<file path="config.mk">
export PLATFORM = sky130hd
export DESIGN_NAME = pixel_strip_seq
export DESIGN_NICKNAME = d
export VERILOG_FILES = /design/src/rtl/pixel_strip_seq.sv
export SDC_FILE = /design/constraint.sdc
export NUM_CORES = 1
export LEC_CHECK = 0
export CORE_ASPECT_RATIO = 1.1
export CORE_MARGIN = 3
export CORE_UTILIZATION = 55
export DETAILED_ROUTE_END_ITERATION = 10
export PLACE_DENSITY = 0.77
export SKIP_CTS_REPAIR_TIMING = 1
export SLEW_MARGIN = 0
export SYNTH_ARGS = -nofsm -noshare
export SYNTH_HDL_FRONTEND = slang
export SYNTH_SLANG_ARGS = --single-unit
</file>
<file path="constraint.sdc">
create_clock -name clk -period 1.8 [get_ports clk]
set_input_delay 0.54 -clock clk [delete_from_list [all_inputs] [get_ports clk]]
set_output_delay 0.54 -clock clk [all_outputs]
set_load 0.05 [all_outputs]
</file>
<file path="src/rtl/pixel_strip_seq.sv">
// Frame sequencer for an addressable LED strip: holds a colour frame and
// feeds it pixel by pixel to a downstream serialiser, then holds the latch gap.
module pixel_strip_seq #(
    parameter int NUM_PIXELS     = 8,
    parameter int CLK_IN_RATE_HZ = 12_000_000,
    parameter int LATCH_US       = 80,
    parameter int ACK_TIMEOUT    = 64
) (
    input  logic        clk,
    input  logic        rst_n,
    input  logic        wr_en,
    input  logic [7:0]  wr_addr,
    input  logic [23:0] wr_data,
    input  logic        start,
    input  logic        pix_busy,
    output logic        pix_valid,
    output logic [7:0]  pixel_r,
    output logic [7:0]  pixel_g,
    output logic [7:0]  pixel_b,
    output logic        seq_busy,
    output logic        done,
    output logic        ack_err
);

    localparam int LATCH_CYCLES = CLK_IN_RATE_HZ / 1_000_000 * LATCH_US;
    localparam int LAT_N   = (LATCH_CYCLES < 1) ? 1 : LATCH_CYCLES;
    localparam int ACK_N   = (ACK_TIMEOUT < 1) ? 1 : ACK_TIMEOUT;
    localparam int CNT_MAX = (LAT_N > ACK_N) ? LAT_N : ACK_N;
    localparam int CW      = $clog2(CNT_MAX + 1);
    localparam int IW      = (NUM_PIXELS > 1) ? $clog2(NUM_PIXELS) : 1;

    localparam logic [IW-1:0] LAST    = IW'(NUM_PIXELS - 1);
    localparam logic [CW-1:0] LAT_END = CW'(LAT_N - 1);
    localparam logic [CW-1:0] ACK_END = CW'(ACK_N - 1);

    typedef enum logic [2:0] {
        IDLE,
        FETCH,
        ISSUE,
        WAIT_HI,
        WAIT_LO,
        LATCH,
        DONE
    } state_t;

    state_t        state;
    logic [IW-1:0] idx;
    logic [CW-1:0] cnt;
    logic [23:0]   mem [NUM_PIXELS];

    // Frame memory is deliberately not reset so a frame survives an abort.
    always_ff @(posedge clk) begin
        if (wr_en && (32'(wr_addr) < NUM_PIXELS)) begin
            mem[wr_addr[IW-1:0]] <= wr_data;
        end
    end

    always_ff @(posedge clk or negedge rst_n) begin
        if (!rst_n) begin
            state     <= IDLE;
            idx       <= '0;
            cnt       <= '0;
            pix_valid <= 1'b0;
            pixel_r   <= '0;
            pixel_g   <= '0;
            pixel_b   <= '0;
            seq_busy  <= 1'b0;
            done      <= 1'b0;
            ack_err   <= 1'b0;
        end else begin
            pix_valid <= 1'b0;
            done      <= 1'b0;
            unique case (state)
                IDLE: begin
                    if (start) begin
                        idx      <= '0;
                        seq_busy <= 1'b1;
                        state    <= FETCH;
                    end
                end
                FETCH: begin
                    {pixel_r, pixel_g, pixel_b} <= mem[idx];
                    pix_valid <= 1'b1;
                    state     <= ISSUE;
                end
                ISSUE: begin
                    cnt   <= '0;
                    state <= WAIT_HI;
                end
                WAIT_HI: begin
                    if (pix_busy) begin
                        state <= WAIT_LO;
                    end else if (cnt == ACK_END) begin
                        ack_err <= 1'b1;
                        state   <= WAIT_LO;
                    end else begin
                        cnt <= cnt + CW'(1);
                    end
                end
                WAIT_LO: begin
                    if (!pix_busy) begin
                        if (idx == LAST) begin
                            cnt   <= '0;
                            state <= LATCH;
                        end else begin
                            idx   <= idx + IW'(1);
                            state <= FETCH;
                        end
                    end
                end
                LATCH: begin
                    if (cnt == LAT_END) begin
                        done  <= 1'b1;
                        state <= DONE;
                    end else begin
                        cnt <= cnt + CW'(1);
                    end
                end
                DONE: begin
                    seq_busy <= 1'b0;
                    state    <= IDLE;
                end
                default: state <= IDLE;
            endcase
        end
    end

endmodule

</file>
== Word level (Yosys, flattened, before mapping) ==
Memories as Yosys holds them, arrays and structs flattened. A register that Yosys moved wholly into a read port is not among the register bits.
Cells that the tools add are included.
Storage, ports and cells
  register bits: 20
  bits in writable memories: 192
  output and inout bits: 28
  memories: 1
Memory list
  mem: words 8, width 24, read ports 1, clocked after Yosys merged registers in 1, write ports 1, line 49  | logic [23:0] mem [NUM_PIXELS];
Cells by class
  $add $sub $neg: 2
  magnitude comparators: 1
  equality and inequality tests: 18
  mux-type cells: 24
  bitwise logic cells: 1
  reductions and logical operators: 11
Operators by type and width (number)
  $mux 10: 5
  $pmux 10 s4: 1
  $mux 3: 9
  $pmux 3 s6: 1
  $ne 2x2->1 const B: 8
  $eq 3x3->1 const B: 4
  $add 10x1->10 const B: 1
  $eq 10x10->1 const B: 1
  $eq 10x6->1 const B: 1
  $lt 8x4->1 const B: 1
  $reduce_and 4->1: 2
  $eq 3x2->1 const B: 2
  $mux 1: 6
  $pmux 3 s2: 1
  $reduce_and 6->1: 1
  $reduce_bool 2->1: 2
  $reduce_bool 4->1: 1
  $add 3x1->3 const B: 1
  $eq 3x1->1 const B: 1
  $logic_not 3->1: 1
  $ne 3x3->1 const B: 1
  $reduce_and 3->1: 1
  $pmux 1 s2: 1
  $reduce_and 2->1: 1
  other kinds (3): 3

== Longest topological paths before layout ==
Gate-level depths: netlist of the first run.
  depth in word-level cells: 4
  gate-level depth with buffers: 7
  gate-level depth less buffers: 7

== Worst setup path after synthesis of the first run ==
Ideal clock, no wire load.
  path type: input to register
  start point: input wr_addr[7]
  end point: memory mem[1][0] (enable)
  library setup time: 435 ps
  data arrival time: 2761 ps
  setup slack: -1396 ps
  cell stages on the path: 3
  cells stage by stage: nor4_1 nand4b_1 nor3_1
Between the ends
  word-level cells in the longest chain between the ends: 4
Ends and longest elaborated chain
  start, declared: line 12  | input logic [7:0] wr_addr,
  $lt 8x4->1: line 53  | if (wr_en && (32'(wr_addr) < NUM_PIXELS)) begin
  $logic_and 1x1->1: line 53
  $mux 1: line 53
  $mux 1 (not written as such): line 54  | mem[wr_addr[IW-1:0]] <= wr_data;
  end, declared: line 49
Every way passes these cells.

==> results of run 1 <==
[synth_stat cells (2+ instances only)]
master	instances	share of area
o21ai_2	2	0.0019
a21o_1	2	0.0016
nor2_1	38	0.015
dfrtp_1	44	0.12
o31ai_1	4	0.0032
nand3_1	5	0.0027
nor3_1	2	0.0011
buf_1	4	0.0016
mux2i_1	24	0.026
nor3_2	3	0.0032
o21ai_0	5	0.0027
buf_2	8	0.0043
and3_1	3	0.0020
edfxtp_1	192	0.62
mux4_2	48	0.12
clkbuf_1	3	0.0012
buf_6	6	0.0073
inv_1	3	0.0012
ha_1	3	0.0040
nor4_1	2	0.0013
nand2_1	15	0.0061
a21oi_1	29	0.016
nand2b_1	4	0.0027
nor2b_1	5	0.0034
o21ai_1	13	0.0070
[cell families (layout without fill, tap and decap cells)]
logic type	count (synthesis)	after routing	synth area share
and+or+nand+nor	91	91	0.0512
DFF	236	236	0.739
AOI/OAI and AO/OA	65	66	0.0470
adders and majority gates	3	3	0.00404
buffers and inverters	25	166	0.0164
muxes	72	72	0.142
[final timing paths]
| check | endpoint | slack [ns] | cells after the start |
|---|---|---|---|
| setup / recovery | state[0]$_DFFE_PN0P_ | 0.02 | 8 |
| hold / removal | pixel_b[2]$_DFFE_PN0P_ | 0.02 | 2 |
| setup reg to reg | state[0]$_DFFE_PN0P_ | 0.02 | 8 |
| hold reg to reg | cnt[5]$_DFFE_PN0P_ | 0.53 | 1 |
| max in group asynchronous | pixel_g[4]$_DFFE_PN0P_ | 1.47 | 2 |
| min in group clk | cnt[5]$_DFFE_PN0P_ | 0.53 | 1 |
[metal layers]
layer,vias to the layer above,track usage
met5,-,0
met4,0,0.0558
met3,31,0.0353
met2,202,0.364
met1,2654,0.310
li1,2213,-
[cell type report]
cell class                      count  area (sq um)  area share
Clock buffer                       27           633      0.0530
Clock inverter                     17           209      0.0175
Inverter                            3          11.3    0.000943
Multi-Input combinational cell    232          2400       0.201
Sequential cell                   236          6870       0.575
Tap cell                          204           255      0.0214
Timing Repair Buffer              119          1570       0.131
[state kept, by name, summed over array words and instances (netlist names)]
| register | flops |
|---|---|
| pixel_b | 8 |
| seq_busy | 1 |
| pixel_g | 8 |
| pix_valid | 1 |
| cnt | 10 |
| pixel_r | 8 |
| state | 3 |
| done | 1 |
| ack_err | 1 |
| mem | 192 |
| idx | 3 |
[per-stage QoR]
stage | setup TNS (ns) | util | std cells | setup slack (ns) | instance area [sq um]
after detailed placement | -91.18 | 0.658 | 774 | -0.497 | 10800
after CTS | -0.0402 | 0.709 | 818 | -0.0402 | 11600
final | 0 | 0.727 | 838 | 0.0205 | 11900
after floorplan | -76.91 | - | 492 | -0.421 | 9340
after global routing | -0.0911 | 0.727 | 838 | -0.0322 | 11900
after global placement | -87.46 | 0.658 | 774 | -0.466 | 10800
[worst reg2reg max path, delay by kind of cell, from the launching register on]
family | cells | cell delay, ns
AOI/OAI and AO/OA | 3 | 0.36
adders and majority gates | 2 | 0.36
buffers and inverters | 2 | 0.30
DFF | 1 | 0.49
and+or+nand+nor | 1 | 0.12
[power by group]
group | switching (uW) | internal (uW) | leakage [uW]
clock network | 2080 | 3240 | 0.000411
logic | 3130 | 3090 | 0.00143
registers | 478 | 6310 | 0.00225
==> summary.md, run 1 <==
| Metric | Value |
|---|---|
| Outcome | `complete, no violations` |
| Design Power | `18,300 uW` |
| Clk slew on worst S/H paths | `0.07 ns` |
| Drt pass-1 iters | `5` |
| Lkg Pwr | `0.00409 uW` |
| CP peak stage delay | `0.49 ns` |
| Critical Path, Cell by Cell | `ha_2, ha_2, nor2b_1, o21ai_1, buf_4, o2bb2ai_4, buf_6, a221oi_2` |
| Worst IR Drop VDD | `0.00109 V` |
| Most frequent cells in the layout | `edfxtp_1, mux4_2, dfrtp_1, buf_12, buf_4` |
| Worst-Margin Slew | `0.507 ns` |
| Share of layout cells above drive strength 1 | `0.325` |
| Synth warnings | `0` |
| Root buf cell | `clkbuf_16` |
| Largest delay contributor family on the critical path | `flip-flops` |
| I/O Buffers | `64` |
| Startpoint Class | `flip-flop` |
| Endpoints failing setup | `0` |
| Crit-path slowest cell | `dfrtp_4` |
| Worst reg2reg startpoint | `idx[0]$_DFFE_PN0P_` |
| Min Tclk post-route | `1.78 ns` |
| Fin. Hold Viols | `0` |
| Ys async rst share | `0.186` |
| GRT overflow | `0` |
| Antenna diodes | `0` |
| Worst-path maximum fanout | `5` |
| Syn_area_per_cell | `18.9 sq um` |
| Final nets | `656` |
| Top sig layer | `met4` |
| WL met1 | `8570 um` |
| Crit path kind | `reg2reg` |
| Vias | `5,100` |
| Initial DRC count | `429` |
| Initial antenna violation count | `0` |
| Number of flops mapped to enable cells by yosys | `192` |
| Rel. slew slack | `0.662` |
| Total CTS buffers | `24` |
| Routed Antenna Nets | `0` |
| Routed met2 length | `10,800 um` |
| Net count after synthesis | `532` |
| Total GRT Usage | `0.219` |
| Highest clock rate | `0.562 GHz` |
| FP Rows | `49` |
| Period utilisation layout | `0.989` |
| Pwr Density | `1530 nW/um^2` |
| HPWL after DPL | `11,600 um` |
| Clock Skews | `0.0152 ns` |
| Clk_lat worst skew | `0.51 ns` |
| Cells after Synth | `492` |
| Synthesis-to-finish area growth | `28.6%` |
| Crit path buffers/inverters | `2` |
| Mapped Area | `9290 sq um` |
| Die area | `18,500 sq um` |
| CP Launch Point | `idx[0]$_DFFE_PN0P_` |
| Die height | `142 um` |
| CP Data Arrival Time | `2.16 ns` |
| Routed WL | `20,900 um` |
| Seq/Total Area, Yosys | `0.739` |
| Core footprint | `16,400 sq um` |
| Vias/cell | `6.09` |
| Detailed-route DRC error count | `0` |
| Die Width | `130 um` |
| TritonCTS clock tree | `yes` |
| Critical Path RT | `2.18 ns` |
| Largest net degree at the start of global routing | `50` |
| Most frequent CP cell | `ha_2` |
| Yosys reg bits | `236` |
| Per-cell routed wire length | `25.0 um` |
| Vias in the first global route | `5,346` |
| Clock sinks | `236` |
| Fillers | `944` |
| Post-synth top flop | `edfxtp_1` |
| Max clock buf depth | `3` |
| Setup crit end kind | `flip-flop` |
| Distinct cells, synth | `50` |
| DR WL met3 | `1250 um` |
| Commonest non-fill, non-tap cell in the layout | `edfxtp_1` |
| Starting Density | `0.565` |
| First-pass GRT wire length | `30,600 um` |
| I/O Pins | `65` |
| Htree depth | `1` |
| Gpl congestion | `0.876` |
| Min-Delay Path Class | `in2async` |
| RSZ-0062 raised after global routing | `true` |
| Final Max Slew Viols | `0` |
| Max Cap Viol | `0` |
| Minimum hold slack | `0.0162 ns` |
Power figures use the tool's default switching activity.
==> run 2: changes to the inputs <==
==> constraint.sdc (replaced) <==
create_clock -name clk -period 1.8 [get_ports clk]
set_input_delay 0.36 -clock clk [delete_from_list [all_inputs] [get_ports clk]]
set_output_delay 0.36 -clock clk [all_outputs]
set_load 0.05 [all_outputs]
==> run 2 against run 1 <==
  * Utilization fell by 3.8 points
  * Combinational power fell by 13%
  * Sequential power fell by 2%
  * Via count fell by 4.5%
  * Clock power fell by 12%
  * Final cell count fell by 2.3%
  * Total power fell by 8.7%
  * Maximum frequency rose by 2.1%
  * Critical path type unchanged
  * Critical endpoint is now pixel_r[6]$_DFFE_PN0P_
  * Largest power group unchanged
==> summary.md, run 2 (synthesized netlist as in run 1, its figures left out) <==
| Metric | Value |
|---|---|
| Outcome | `complete, no violations` |
| Period utilisation layout | `0.968` |
| Share of layout cells above drive strength 1 | `0.298` |
| Post-route design area | `11,300 sq um` |
| CP peak stage delay | `0.50 ns` |
| Vias/cell | `5.95` |
| Min Tclk post-route | `1.74 ns` |
| Reg power frac | `0.396` |
| Switch share | `0.318` |
| HPWL after DPL | `11,600 um` |
| Initial antenna violation count | `0` |
| Fin. Hold Viols | `0` |
| Synthesis-to-finish area growth | `21.8%` |
| Rel. slew slack | `0.650` |
| P_int | `11,400 uW` |
| Final nets | `638` |
| Root buf cell | `clkbuf_16` |
| Core footprint | `16,400 sq um` |
| Worst slack, placed | `-0.327 ns` |
| GRT overflow | `0` |
| Flop-to-flop setup slack | `0.06 ns` |
| Routed WL | `18,500 um` |
| Initial DRC count | `472` |
| Vias in the first global route | `5,121` |
| CP Data Arrival Time | `2.12 ns` |
| NetSw | `5330 uW` |
| Placed Area | `10,500 sq um` |
| Non-filler instance count after layout | `819` |
| Total GRT Usage | `0.206` |
| Htree depth | `1` |
| I/O Buffers | `64` |
| Most frequent cells in the layout | `edfxtp_1, buf_4, mux4_2` |
| Drt pass-1 iters | `5` |
| Clk_lat worst skew | `0.50 ns` |
| Clock sinks | `236` |
| Clk slew on worst S/H paths | `0.06 ns` |
| Startpoint Class | `flip-flop` |
| Worst-path maximum fanout | `10` |
| Worst IR Drop VDD | `0.000956 V` |
| Die Width | `130 um` |
| Setup crit end kind | `flip-flop` |
| Per-cell routed wire length | `22.6 um` |
| Min-Delay Path Class | `in2async` |
| FP Rows | `49` |
| Worst-Margin Slew | `0.525 ns` |
| Critical Path, Cell by Cell | `buf_4, clkbuf_16, mux4_2, mux2i_1, a21oi_1` |
| Min setup slack post-route | `0.0573 ns` |
| Crit-path slowest cell | `dfrtp_4` |
| Placed cells | `772` |
| Clock power frac | `0.280` |
| Lkg Pwr | `0.00377 uW` |
| Routed Antenna Nets | `0` |
| Crit path kind | `reg2reg` |
| First-pass GRT wire length | `29,000 um` |
| Highest clock rate | `0.574 GHz` |
| Clock Skews | `0.00927 ns` |
| Endpoints failing setup | `0` |
| Total CTS buffers | `23` |
| Critical Path RT | `2.18 ns` |
| Vias | `4,873` |
| Die area | `18,500 sq um` |
| Design Power | `16,700 uW` |
| Antenna diodes | `0` |
| Gpl congestion | `0.846` |
| Commonest non-fill, non-tap cell in the layout | `edfxtp_1` |
| Max clock buf depth | `3` |
| TritonCTS clock tree | `yes` |
| Pwr Density | `1480 nW/um^2` |
| Max Cap Viol | `0` |
| Starting Density | `0.565` |
| Die height | `142 um` |
| Final Max Slew Viols | `0` |
| Largest net degree at the start of global routing | `50` |
| Comb power frac | `0.323` |
| Fillers | `1,035` |
| Max reg flops | `192` |
| Detailed-route DRC error count | `0` |
| I/O Pins | `65` |
==> run 2: cell count changes in the layout (fill, tap and decap cells not counted), sizes merged <==
cell	delta
buf	-16
bufinv	-3
clkbuf	+3
clkdlybuf4s50	+3
clkinv	-7
clkinvlp	+3
dlygate4sd3	+1
dlymetal6s2s	-3
==> run 2: metal layers <==
layer | global-route usage | vias up | wire length, um
met5 | 0 | - | 0
met4 | 0.0388 | 0 | 232
met3 | 0.0267 | 17 | 1080
met2 | 0.327 | 153 | 9160
met1 | 0.316 | 2521 | 8070
li1 | - | 2182 | -
==> run 2: area by class of cell <==
class | count | area (sq um) | area share
multi-input cells | 232 | 2380 | 0.210
clock buffers | 32 | 639 | 0.0565
inverters | 3 | 11.3 | 0.000995
repair buffers | 102 | 1050 | 0.0931
well taps | 204 | 255 | 0.0226
flip-flops and latches | 236 | 6870 | 0.607
clock inverters | 10 | 109 | 0.00962
==> run 2: final timing paths <==
check	start	to	cells after the start
max	idx[0]$_DFFE_PN0P_	pixel_r[6]$_DFFE_PN0P_	5
min	rst_n	pix_valid$_DFF_PN0_	2
max reg2reg	idx[0]$_DFFE_PN0P_	pixel_r[6]$_DFFE_PN0P_	5
min reg2reg	cnt[5]$_DFFE_PN0P_	cnt[5]$_DFFE_PN0P_	1
max in group asynchronous	rst_n	state[1]$_DFFE_PN0P_	3
min in group clk	cnt[5]$_DFFE_PN0P_	cnt[5]$_DFFE_PN0P_	1
==> run 2: power by group through the flow <==
stage	combinational (uW)	sequential, uW	clock, uW
after floorplan	2710	7620	0
after global placement	5120	6710	0
after detailed placement	5220	6730	0
after CTS	5260	6630	4770
after global routing	5830	6690	4990
final	5410	6640	4700
==> run 2: through the flow <==
step | hold WS [ns] | setup TNS [ns] | util
floorplan | 0.0644 | -42.35 | -
global placement | 0.353 | -49.17 | 0.637
detailed placement | 0.365 | -54.30 | 0.637
CTS | -0.166 | -0.0196 | 0.682
global route | 0.396 | -0.00842 | 0.689
finish | 0.371 | 0 | 0.689
==> run 2: critical path, delay by kind of cell (launching register included) <==
| kind | cells | cell delay, ns |
|---|---|---|
| buf+inv | 2 | 0.33 |
| mux | 2 | 0.68 |
| compound gates | 1 | 0.11 |
| flops | 1 | 0.50 |
==> run 3: changes to the inputs <==
Settings changed: CAP_MARGIN set to 20, CORE_ASPECT_RATIO 1.1 to 1.75.
==> run 3 against run 2 <==
  * Wire length decreased by 1.5%
  * Global-route usage fell by 0.86 points
  * Register-to-register slack about the same
  * Clock power down 4.7%
  * First-iteration DRC count shrank 34%
  * Largest cell class unchanged
==> summary.md, run 3 (synthesized netlist as in run 1, its figures left out) <==
| Metric | Value |
|---|---|
| Outcome | `complete, no violations` |
| Routed WL | `18,300 um` |
| Detailed-route DRC error count | `0` |
| Gr busiest metal | `met2` |
| Min-Delay Path Class | `in2async` |
| Synthesis-to-finish area growth | `22.3%` |
| Critical Path, Cell by Cell | `ha_4, ha_4, nor2b_1, o21ai_1, buf_4, o2bb2ai_4, o21ai_1, o31ai_1` |
| Highest clock rate | `0.573 GHz` |
| Starting Density | `0.562` |
| Die Width | `104 um` |
| Initial antenna violation count | `0` |
| FP Rows | `62` |
| Crit path kind | `reg2reg` |
| Commonest non-fill, non-tap cell in the layout | `edfxtp_1` |
| Clk_lat worst skew | `0.50 ns` |
| Core footprint | `16,500 sq um` |
| HPWL after DPL | `11,000 um` |
| Clock power frac | `0.272` |
| I/O Pins | `65` |
| Non-filler instance count after layout | `839` |
| Reg power frac | `0.401` |
| Die height | `178 um` |
| Switch share | `0.315` |
| Period utilisation layout | `0.970` |
| Clk slew on worst S/H paths | `0.06 ns` |
| Comb power frac | `0.327` |
| Vias/cell | `5.77` |
| Total CTS buffers | `21` |
| I/O Buffers | `64` |
| Die area | `18,500 sq um` |
| Clock sinks | `236` |
| Met1 Use GR | `0.238` |
| GRT overflow | `0` |
| Initial DRC count | `313` |
| Antenna diodes | `0` |
| Final nets | `640` |
| Total GRT Usage | `0.197` |
| Max clock buf depth | `3` |
| Endpoints failing setup | `0` |
| TritonCTS clock tree | `yes` |
| Met3 GRT Util | `0.0266` |
| Lkg Pwr | `0.00379 uW` |
| Setup crit end kind | `flip-flop` |
| CP peak stage delay | `0.50 ns` |
| Htree depth | `1` |
| Per-cell routed wire length | `21.8 um` |
| Drt pass-1 iters | `4` |
| Gpl congestion | `0.808` |
| Clock Skews | `0.0164 ns` |
| Worst IR Drop VDD | `0.00104 V` |
| Max reg flops | `192` |
| Minimum hold slack | `0.386 ns` |
| Vias | `4,837` |
| Post-layout util | `0.687` |
| NetSw | `5190 uW` |
| Worst-Margin Slew | `0.508 ns` |
| Pwr Density | `1450 nW/um^2` |
| Min Tclk post-route | `1.75 ns` |
| Worst-path maximum fanout | `5` |
| Share of layout cells above drive strength 1 | `0.307` |
| Largest net degree at the start of global routing | `50` |
| Most frequent cells in the layout | `edfxtp_1, buf_4, mux4_2` |
| Rel. slew slack | `0.661` |
| First-pass GRT wire length | `28,000 um` |
| Startpoint Class | `flip-flop` |
| Crit-path slowest cell | `dfrtp_4` |
| Routed Antenna Nets | `0` |
| Max Cap Viol | `0` |
| Critical Path RT | `2.19 ns` |
| P_int | `11,300 uW` |
| Final Max Slew Viols | `0` |
| Root buf cell | `clkbuf_16` |
| M2 GR Usage | `0.370` |
| CP Data Arrival Time | `2.14 ns` |
| Placed cells | `793` |
| Fin. Hold Viols | `0` |
| Vias in the first global route | `5,130` |
run 3: changes by cell type in the layout (fill, tap and decap cells not counted), moves of 2 or more:
cell,change
ha_4,+2
clkinvlp_4,-3
clkbuf_1,-5
clkbuf_8,+5
ha_2,-2
clkbuf_16,-3
buf_4,+4
clkinv_2,+2
run 3: metrics by stage:
stage | setup TNS (ns) | power, uW | area [sq um] | worst slack, ns
global placement | -51.96 | 11700 | 10500 | -0.295
floorplan | -42.35 | 10300 | 9340 | -0.241
finish | 0 | 16500 | 11400 | 0.0541
global route | -0.00822 | 17200 | 11400 | -0.00822
CTS | -0.0657 | 16300 | 11200 | -0.0301
detailed placement | -55.74 | 11900 | 10500 | -0.324
run 3: final timing paths:
check                                    start                      to  slack [ns]  depth (start not counted)
setup reg to reg            idx[0]$_DFFE_PN0P_      cnt[5]$_DFFE_PN0P_        0.05                          8
hold reg to reg            ack_err$_DFFE_PN0P_     ack_err$_DFFE_PN0P_        0.52                          1
hold / removal                           rst_n  pixel_b[6]$_DFFE_PN0P_        0.39                          3
max in group asynchronous                rst_n      idx[0]$_DFFE_PN0P_        1.17                          3
min in group clk           ack_err$_DFFE_PN0P_     ack_err$_DFFE_PN0P_        0.52                          1
setup / recovery            idx[0]$_DFFE_PN0P_      cnt[5]$_DFFE_PN0P_        0.05                          8
run 3: final cells by class:
cell class,count,area (sq um)
Fill cell,1058,5160
Tap cell,224,280
Clock inverter,8,70.1
Clock buffer,30,639
Multi-Input combinational cell,232,2400
Sequential cell,236,6870
Timing Repair Buffer,106,1080
Inverter,3,11.3
run 3: worst max-delay path, delay by kind of cell, from the launching register on:
family          cells  cell delay [ns]
buf+inv             1             0.18
simple gates        1             0.12
compound gates      4             0.52
flops               1             0.50
fa+ha+maj           2             0.31
run 3: metal layers:
metal,up-vias,wire length [um]
li1,2183,-
met1,2514,6920
met2,116,10400
met3,24,606
met4,0,310
met5,-,0
run 3: power by group through the flow:
stage | Sequential (uW) | Combinational [uW] | Clock [uW]
6_report | 6610 | 5390 | 4480
3_3_place_gp | 6700 | 5020 | 0
2_1_floorplan | 7620 | 2710 | 0
5_1_grt | 6650 | 5780 | 4780
4_1_cts | 6600 | 5160 | 4580
3_5_place_dp | 6710 | 5150 | 0
